File: src/rtl/vcmd_pkg.sv
// Shared opcode and state definitions for the pixel-command decoder.
// Imported by vcmd_stream and vcmd_fifo.
package vcmd_pkg;

  localparam logic [1:0] OP_SETADDR = 2'b00;
  localparam logic [1:0] OP_WRITE   = 2'b01;
  localparam logic [1:0] OP_BURST   = 2'b10;
  localparam logic [1:0] OP_NOP     = 2'b11;

  typedef enum logic [1:0] {
    ST_IDLE,
    ST_ADDR,
    ST_DATA
  } state_t;

endpackage

File: src/rtl/vcmd_fifo.sv
// Show-ahead synchronous FIFO; head is on rdata whenever empty is low.
// Ports: Clk, RstN, push/wdata, pop, rdata, full, empty.
module vcmd_fifo
  import vcmd_pkg::*;
#(
  parameter int W     = 8,
  parameter int DEPTH = 4
) (
  input  logic         Clk,
  input  logic         RstN,
  input  logic         push,
  input  logic [W-1:0] wdata,
  input  logic         pop,
  output logic [W-1:0] rdata,
  output logic         full,
  output logic         empty
);

  localparam int AW = $clog2(DEPTH);

  logic [AW:0]  wp, rp;
  logic [W-1:0] mem [DEPTH];
  logic         do_push, do_pop;

  assign empty = (wp == rp);
  assign full  = (wp[AW] != rp[AW]) &&
                 (wp[AW-1:0] == rp[AW-1:0]);

  // A full FIFO still takes a push when the head leaves in the same cycle.
  assign do_pop  = pop && !empty;
  assign do_push = push && (!full || do_pop);

  // Head forced to zero when empty so the outputs read 0 after reset.
  assign rdata = empty ? '0 : mem[rp[AW-1:0]];

  always_ff @(posedge Clk or negedge RstN) begin
    if (!RstN) begin
      wp <= '0;
      rp <= '0;
    end else begin
      if (do_push) wp <= wp + 1'b1;
      if (do_pop)  rp <= rp + 1'b1;
    end
  end

  always_ff @(posedge Clk) begin
    if (do_push) mem[wp[AW-1:0]] <= wdata;
  end

endmodule

File: src/rtl/vcmd_stream.sv
// Byte-stream pixel-command decoder: SETADDR / WRITE / BURST / NOP into a FIFO.
// Ports: Clk, RstN, CmdRecv/CmdIn in; MemAddr/MemData/MemValid/MemReady out; Busy, Overflow, Timeout, ClrErr.
module vcmd_stream
  import vcmd_pkg::*;
#(
  parameter int ADDR_W     = 19,
  parameter int DATA_BYTES = 3,
  parameter int FIFO_DEPTH = 4,
  parameter int TIMEOUT    = 1024
) (
  input  logic                    Clk,
  input  logic                    RstN,
  input  logic                    CmdRecv,
  input  logic [7:0]              CmdIn,
  output logic [ADDR_W-1:0]       MemAddr,
  output logic [8*DATA_BYTES-1:0] MemData,
  output logic                    MemValid,
  input  logic                    MemReady,
  output logic                    Busy,
  output logic                    Overflow,
  output logic                    Timeout,
  input  logic                    ClrErr
);

  localparam int ADDR_BYTES = (ADDR_W + 7) / 8;
  localparam int MAXB  = (ADDR_BYTES > DATA_BYTES) ? ADDR_BYTES : DATA_BYTES;
  localparam int IDX_W = (MAXB > 1) ? $clog2(MAXB) : 1;
  localparam int SH_W  = 8 * MAXB;
  localparam int DW    = 8 * DATA_BYTES;
  localparam int FW    = ADDR_W + DW;
  localparam int TW    = $clog2(TIMEOUT + 1);

  localparam logic [IDX_W-1:0] A_LAST = IDX_W'(ADDR_BYTES - 1);
  localparam logic [IDX_W-1:0] D_LAST = IDX_W'(DATA_BYTES - 1);
  localparam logic [TW-1:0]    T_LAST = TW'(TIMEOUT - 1);

  state_t            state, state_nxt;
  logic [IDX_W-1:0]  idx;
  logic [6:0]        words;
  logic              burst;
  logic [ADDR_W-1:0] ptr;
  logic [SH_W-9:0]   shreg;
  logic [SH_W-1:0]   sh_cat;
  logic [TW-1:0]     idle_cnt;
  logic              tmo, addr_done, word_done;
  logic              full, empty, pop, push_ok;
  logic [FW-1:0]     head;

  // Earlier bytes sit above the byte arriving now, so MSB-first falls out.
  assign sh_cat = {shreg, CmdIn};

  assign MemValid = !empty;
  assign pop      = MemValid && MemReady;
  assign push_ok  = !full || pop;
  assign MemAddr  = head[FW-1:DW];
  assign MemData  = head[DW-1:0];
  assign Busy     = (state != ST_IDLE);

  always_comb begin
    state_nxt = state;
    tmo       = 1'b0;
    addr_done = 1'b0;
    word_done = 1'b0;
    // A strobe in the expiry cycle wins over the timeout.
    if (Busy && !CmdRecv && idle_cnt == T_LAST) begin
      tmo       = 1'b1;
      state_nxt = ST_IDLE;
    end else if (CmdRecv) begin
      unique case (state)
        ST_IDLE: begin
          unique case (1'b1)
            CmdIn[7:6] == OP_SETADDR: state_nxt = ST_ADDR;
            CmdIn[7:6] == OP_WRITE:   state_nxt = ST_DATA;
            CmdIn[7:6] == OP_BURST:   state_nxt = ST_DATA;
            CmdIn[7:6] == OP_NOP:     state_nxt = ST_IDLE;
            default:                  state_nxt = ST_IDLE;
          endcase
        end
        ST_ADDR: begin
          if (idx == A_LAST) begin
            addr_done = 1'b1;
            state_nxt = ST_IDLE;
          end
        end
        ST_DATA: begin
          if (idx == D_LAST) begin
            word_done = 1'b1;
            if (words == 7'd1) state_nxt = ST_IDLE;
          end
        end
        default: state_nxt = ST_IDLE;
      endcase
    end
  end

  always_ff @(posedge Clk or negedge RstN) begin
    if (!RstN) state <= ST_IDLE;
    else       state <= state_nxt;
  end

  always_ff @(posedge Clk or negedge RstN) begin
    if (!RstN) begin
      idx      <= '0;
      words    <= '0;
      burst    <= 1'b0;
      ptr      <= '0;
      shreg    <= '0;
      idle_cnt <= '0;
      Overflow <= 1'b0;
      Timeout  <= 1'b0;
    end else begin
      if (state_nxt == ST_IDLE || CmdRecv) idle_cnt <= '0;
      else                                 idle_cnt <= idle_cnt + 1'b1;

      if (CmdRecv) shreg <= sh_cat[SH_W-9:0];

      if (tmo) begin
        idx <= '0;
      end else if (CmdRecv) begin
        unique case (state)
          ST_IDLE: begin
            idx <= '0;
            if (CmdIn[7:6] == OP_WRITE) begin
              words <= 7'd1;
              burst <= 1'b0;
            end else if (CmdIn[7:6] == OP_BURST) begin
              words <= {1'b0, CmdIn[5:0]} + 7'd1;
              burst <= 1'b1;
            end
          end
          ST_ADDR: begin
            idx <= addr_done ? '0 : idx + 1'b1;
            if (addr_done) ptr <= sh_cat[ADDR_W-1:0];
          end
          ST_DATA: begin
            idx <= word_done ? '0 : idx + 1'b1;
            // Dropped words still advance the pointer to keep burst alignment.
            if (word_done) begin
              words <= words - 7'd1;
              if (burst) ptr <= ptr + 1'b1;
            end
          end
          default: idx <= '0;
        endcase
      end

      if (word_done && !push_ok) Overflow <= 1'b1;
      else if (ClrErr)           Overflow <= 1'b0;

      if (tmo)         Timeout <= 1'b1;
      else if (ClrErr) Timeout <= 1'b0;
    end
  end

  vcmd_fifo #(
    .W     (FW),
    .DEPTH (FIFO_DEPTH)
  ) u_fifo (
    .Clk   (Clk),
    .RstN  (RstN),
    .push  (word_done),
    .wdata ({ptr, sh_cat[DW-1:0]}),
    .pop   (pop),
    .rdata (head),
    .full  (full),
    .empty (empty)
  );

endmodule

File: config.mk
export PLATFORM = sky130hd
export DESIGN_NAME = vcmd_stream
export DESIGN_NICKNAME = d
export VERILOG_FILES = /design/src/rtl/vcmd_pkg.sv /design/src/rtl/vcmd_fifo.sv /design/src/rtl/vcmd_stream.sv
export SDC_FILE = /design/constraint.sdc
export NUM_CORES = 1
export LEC_CHECK = 0
export BUFFER_PORTS_ARGS = -buffer_cell sky130_fd_sc_hd__buf_2
export CAP_MARGIN = 20
export CORE_AREA = 2 2 134 136
export CTS_BUF_LIST = sky130_fd_sc_hd__clkbuf_8
export DETAILED_ROUTE_END_ITERATION = 10
export DIE_AREA = 0 0 136 138
export GPL_ROUTABILITY_DRIVEN = 0
export PLACE_DENSITY_LB_ADDON = 0.08
export SKIP_CTS_REPAIR_TIMING = 1
export SLEW_MARGIN = 5
export SYNTH_ARGS = -nofsm -noshare
export SYNTH_HDL_FRONTEND = slang
export SYNTH_SLANG_ARGS = --single-unit
File: constraint.sdc
create_clock -name Clk -period 7.2 [get_ports Clk]
set_clock_uncertainty 0.1 [all_clocks]
set_input_delay 0.72 -clock Clk [delete_from_list [all_inputs] [get_ports Clk]]
set_output_delay 0.72 -clock Clk [all_outputs]
set_load 0.02 [all_outputs]
# After elaboration in Yosys (flattened, before gate mapping)
# Memory sizes are Yosys's and may differ from the RTL's.
# Cells that the tools add are included.
word_totals:
  rom_bits: 0
  ram_bits: 172
  regBits: 66
  output_inout_bits: 47
  mem_count: 1
  latch_bits: 0
memory_table:
  columns: ["name", "depth", "width", "rd", "rd_ports_with_merged_regs", "wr", "line", "text"]
  rows:
  - ["u_fifo.mem", 4, 43, 1, 0, 1, "vcmd_fifo.sv:22", "logic [W-1:0] mem [DEPTH];"]
op_classes:
  bitwise: 1
  n_reduce_logical: 28
  div_mod_pow: 0
  n_mul: 0
  shift: 0
  eq_ne: 14
  n_addsub: 7
  n_lt_le_gt_ge: 0
  muxes: 37
op_table:
  columns: ["cell", "n"]
  rows:
  - ["19-bit two-way mux", 3]
  - ["43-bit two-way mux", 1]
  - ["19-bit one-hot mux with 2 select lines", 1]
  - ["7-bit two-way mux", 3]
  - ["19-bit by 1-bit adder with 19-bit output (second input constant)", 1]
  - ["2-bit two-way mux", 9]
  - ["1-bit two-way mux", 15]
  - ["7-bit one-hot mux with 2 select lines", 1]
  - ["2-bit nonzero test", 7]
  - ["11-bit by 1-bit adder with 11-bit output (second input constant)", 1]
  - ["11-bit by 10-bit equality test with 1-bit output (second input constant)", 1]
  - ["11-bit two-way mux", 1]
  - ["2-bit one-hot mux with 2 select lines", 2]
  - ["6-bit by 1-bit adder with 7-bit output (second input constant)", 1]
  - ["7-bit by 1-bit equality test with 1-bit output (second input constant)", 1]
  - ["1-bit logical AND", 7]
  - ["7-bit by 1-bit subtractor with 7-bit output (second input constant)", 1]
  - ["3-bit by 1-bit adder with 3-bit output (second input constant)", 2]
  - ["2-bit equality test (second input constant)", 3]
  - ["2-bit zero test", 3]
  - ["2-bit one-hot mux with 3 select lines", 1]
  - ["6-bit AND reduction", 1]
  - ["5-bit AND reduction", 1]
  - ["2-bit by 1-bit equality test with 1-bit output (second input constant)", 2]
  - ["other kinds (12)", 18]

# Depth between registers and ports, before layout
depth:
  ltp_word: 9
  ltp_mapped: 8

# Modules after synthesis
# Synthesis repeated with hierarchy kept, for this count alone.
hier_totals:
  cells_unflattened: 648
  area_unflattened_um2: 10231.1
by_module_without_submodules:
  columns: ["mod", "cells_each", "n_inst", "area_per_inst_um2"]
  rows:
  - ["vcmd_fifo", 307, 1, 6934.2]
  - ["vcmd_stream", 341, 1, 3296.9]

# Worst setup path after synthesis
# Ideal clock, no wire load.
synth_path:
  kind: "input-to-reg"
  from: "in CmdRecv"
  to: "mem u_fifo.mem[3][0] (netlist bit), enable pin"
  path_stages: 4
  slack_ps: 4341
  required_time_ps: 6694
  arrival_time_ps: 2353
  cell_sequence: "buf_2 nand3_1 a41oi_2 and2_1"
synth_via:
  elab_chain_len: 7
  word_cells_on_any_way: 8
  classes_between: "4 x mux; 4 x reduce/logical"
synth_rtl:
  columns: ["element", "line", "text"]
  rows:
  - ["from (decl)", "vcmd_stream.sv:13", "input logic CmdRecv,"]
  - ["1-bit zero test", "vcmd_stream.sv:65", "if (Busy && !CmdRecv && idle_cnt == T_LAST) begin"]
  - ["1-bit logical AND (2 in a row)", "vcmd_stream.sv:65", null]
  - ["1-bit two-way mux *", "vcmd_stream.sv:65", null]
  - ["1-bit logical AND *", "vcmd_fifo.sv:31", "assign do_push = push && (!full || do_pop);"]
  - ["1-bit two-way mux *", "vcmd_fifo.sv:47", "if (do_push) mem[wp[AW-1:0]] <= wdata;"]
  - ["1-bit two-way mux (implied by the code) *", "vcmd_fifo.sv:47", null]
  - ["to (decl)", "vcmd_fifo.sv:22", null]
# Mark *: on every way between the ends. The rest lies on a longest branch, timed or not.

# Worst setup path after layout
layout_path:
  from: "reg u_fifo.wp[1]"
  to: "out MemData[19]"
layout_via:
  elab_chain_len: 2
layout_rtl:
  columns: ["element", "line", "text"]
  rows:
  - ["from (decl)", "vcmd_fifo.sv:21", "logic [AW:0] wp, rp;"]
  - ["from (signal assigned)", "vcmd_fifo.sv:41", "if (do_push) wp <= wp + 1'b1;"]
  - ["3-bit equality test", "vcmd_fifo.sv:25", "assign empty = (wp == rp);"]
  - ["43-bit two-way mux", "vcmd_fifo.sv:34", "assign rdata = empty ? '0 : mem[rp[AW-1:0]];"]
  - ["to (decl)", "vcmd_stream.sv:16", "output logic [8*DATA_BYTES-1:0] MemData,"]
# No other way between the ends.

==> out/metrics.yaml <==
status: "complete, no violations"
drtIter0Drc: 401
p_leak_nw: 4.093
grt_pass1_wl_mm: 32.93
die_h_um: 138
worstPathRequired_ns: 6.38
final-hold-violation-count: 0
slew_viol_final: 0
ys_top_cells_by_area: "edfxtp_1 (51%), dfrtp_1 (16%), mux4_2 (9.5%), and2_1 (3.0%), ha_1 (2.1%)"
areaGrowthSynthToFinish_pct: 12.35
setup_violations: 0
worst-path-max-fanout: 24
hp-class: "in -> async"
critical-path-max-stage-delay_ns: 0.63
async_reset_ff_frac: 0.2773
synth_fp_nets: 676
first_pass_iters: 5
cpMaxStageDelayCell: "nand3b_1"
core_mm2: 0.01753
cts-buffers-inserted: 38
dp_hpwl_mm: 12.75
max_freq_mhz: 277.7
n_antenna_cell: 0
path_class: "reg -> out"
rsz0062_at_grt: "false"
critical_path.cell_chain: "xnor2_1, nand3b_1, buf_4, and2_1, buf_2"
dieArea_mm2: 0.01877
startpoint_type: "register"
ys_seq_area_frac: 0.6721
postPlaceCellArea_mm2: 0.01066
filler_cell_count: 1323
path_clk_slew_ns: 0.06
cts_buffer_depth: 3
yosysTopAreaCell: "edfxtp_1"
cts_tree: "done"
synth.top_cell.area_share: 0.5093
layout-drive-gt1-share: 0.2513
grt_overflow: 0
worst-path-buf-inv: 2
fin_ws_ns: 3.599
start_util: 0.5784
vdd_drop_max_v: 0.0002344
drc: 0
synthCells: 646
first_global_vias: 6038
fin_crit_sh: 0.5002
fin_nets: 753
synth_ff_type: "edfxtp_1"
yosysUniqueCellTypes: 52
ant_nets: 0
synth_edf_count: 172
relSlewSlack: 0.3135
rows: 49
place_ws_ns: 3.845
cp-startpoint: "u_fifo.wp[1]"
p_per_area_mw_per_mm2: 365.9
min_period_ns: 3.601
cts_num_sinks: 238
fin_area_mm2: 0.01139
worstSkewPairLatency_ns: 0.52
routed_wl_mm: 20.47
grt_max_degree: 67
worstPathArrival_ns: 2.78
antenna_found_initial: 0
end_kind: "output port"
crit_family: "simple AND/OR/NAND/NOR gates"
maxCapViolations: 0
synth_warnings: 0
synth_seq_cells: 238
vias: 5887
wl_per_cell_um: 20.86
grt_usage: 0.2295
place.port_buffers: 59
cts-htree-levels: 2
ioPinCount: 60
worstMarginPinSlew_ns: 1.001
clockRootBuffer: "clkbuf_8"
synth.cell_area_mm2: 0.01014
viasPerCell: 6.001
dieWidth_um: 136
fin_setup_tns_ns: 0
total_power_mw: 4.170
r2r-start: "state[0]"
syn_area_per_cell_um2: 15.70
[area by class of cell]
cell class	instances	area [µm²]	area share
clock buffer	41	564.3	0.04952
clock inverter	28	167.7	0.01471
inverter	16	60.06	0.005271
multi-input combinational	361	3134	0.2751
sequential	238	6819	0.5984
tap	229	286.5	0.02515
timing repair buffer	68	362.8	0.03184
[worst paths after layout]
path	endpoint	slack (ns)	depth (start not counted)
max	MemData[19]	3.60	5
min	shreg[11]	0.27	2
max reg2reg	ptr[12]	4.44	7
min reg2reg	u_fifo.rp[2]	0.39	1
max in group asynchronous	u_fifo.rp[0]	6.10	2
min in group Clk	Overflow	0.36	2
[synth_stat cells, types with 10 or more instances]
cell,count
a21oi_1,10
and2_1,49
clkbuf_1,20
dfrtp_1,66
edfxtp_1,172
ha_1,17
inv_1,16
mux2_2,18
mux4_2,43
nand2_1,30
nand3_1,25
nand4_1,11
nor2_1,23
nor3_1,10
o21ai_0,20
xor2_1,12
[flip-flops by register name, indices dropped and copies added (netlist names)]
register    count
burst           1
Timeout         1
ptr            19
state           2
idle_cnt       11
u_fifo.wp       3
Overflow        1
u_fifo.mem    172
idx             2
shreg          16
u_fifo.rp       3
words           7
[per-layer routing]
| layer | GRT usage | part of all wire |
|---|---|---|
| met5 | 0 | 0 |
| met4 | 0.06250 | 0.014 |
| met3 | 0.04254 | 0.044 |
| met2 | 0.3740 | 0.51 |
| met1 | 0.3222 | 0.44 |
[cells in the final DEF, fill, tap and decap left out, types with 23 or more instances in the layout]
cell,Yosys,routed
and2_1,49,45
buf_2,9,59
clkbuf_8,0,41
dfrtp_1,66,64
edfxtp_1,172,172
inv_1,16,35
mux4_2,43,43
nand2_1,30,30
nand3_1,25,25
nor2_1,23,23
[worst reg2reg max path, stage by stage (launching register included)]
cell and delay, ns:
dfrtp_1 0.44, inv_1 0.11, ha_1 0.17, buf_4 0.32, mux2i_1 0.88, nor2_2 0.24, o22a_1 0.28, o311a_1 0.10
[where the power goes]
group,switching (mW),internal [mW]
sequential,0.102,1.57
combinational,0.833,0.573
clock,0.499,0.597
[cells by family after synthesis]
family          share of synthesized area
compound gates                    0.05169
xor+xnor                          0.01727
fa+ha+maj                         0.02097
buf+inv                           0.01937
flops                              0.6721
mux                                0.1244
simple gates                      0.09425
[metrics by stage]
stage	hold slack (ns)	cells	utilization
2_1_floorplan	0.3244	646	-
3_3_place_gp	0.3617	912	0.6081
3_5_place_dp	0.3787	912	0.6081
4_1_cts	0.3118	981	0.6499
5_1_grt	0.3405	981	0.6499
6_report	0.2662	981	0.6499
Power figures use the tool's default switching activity.
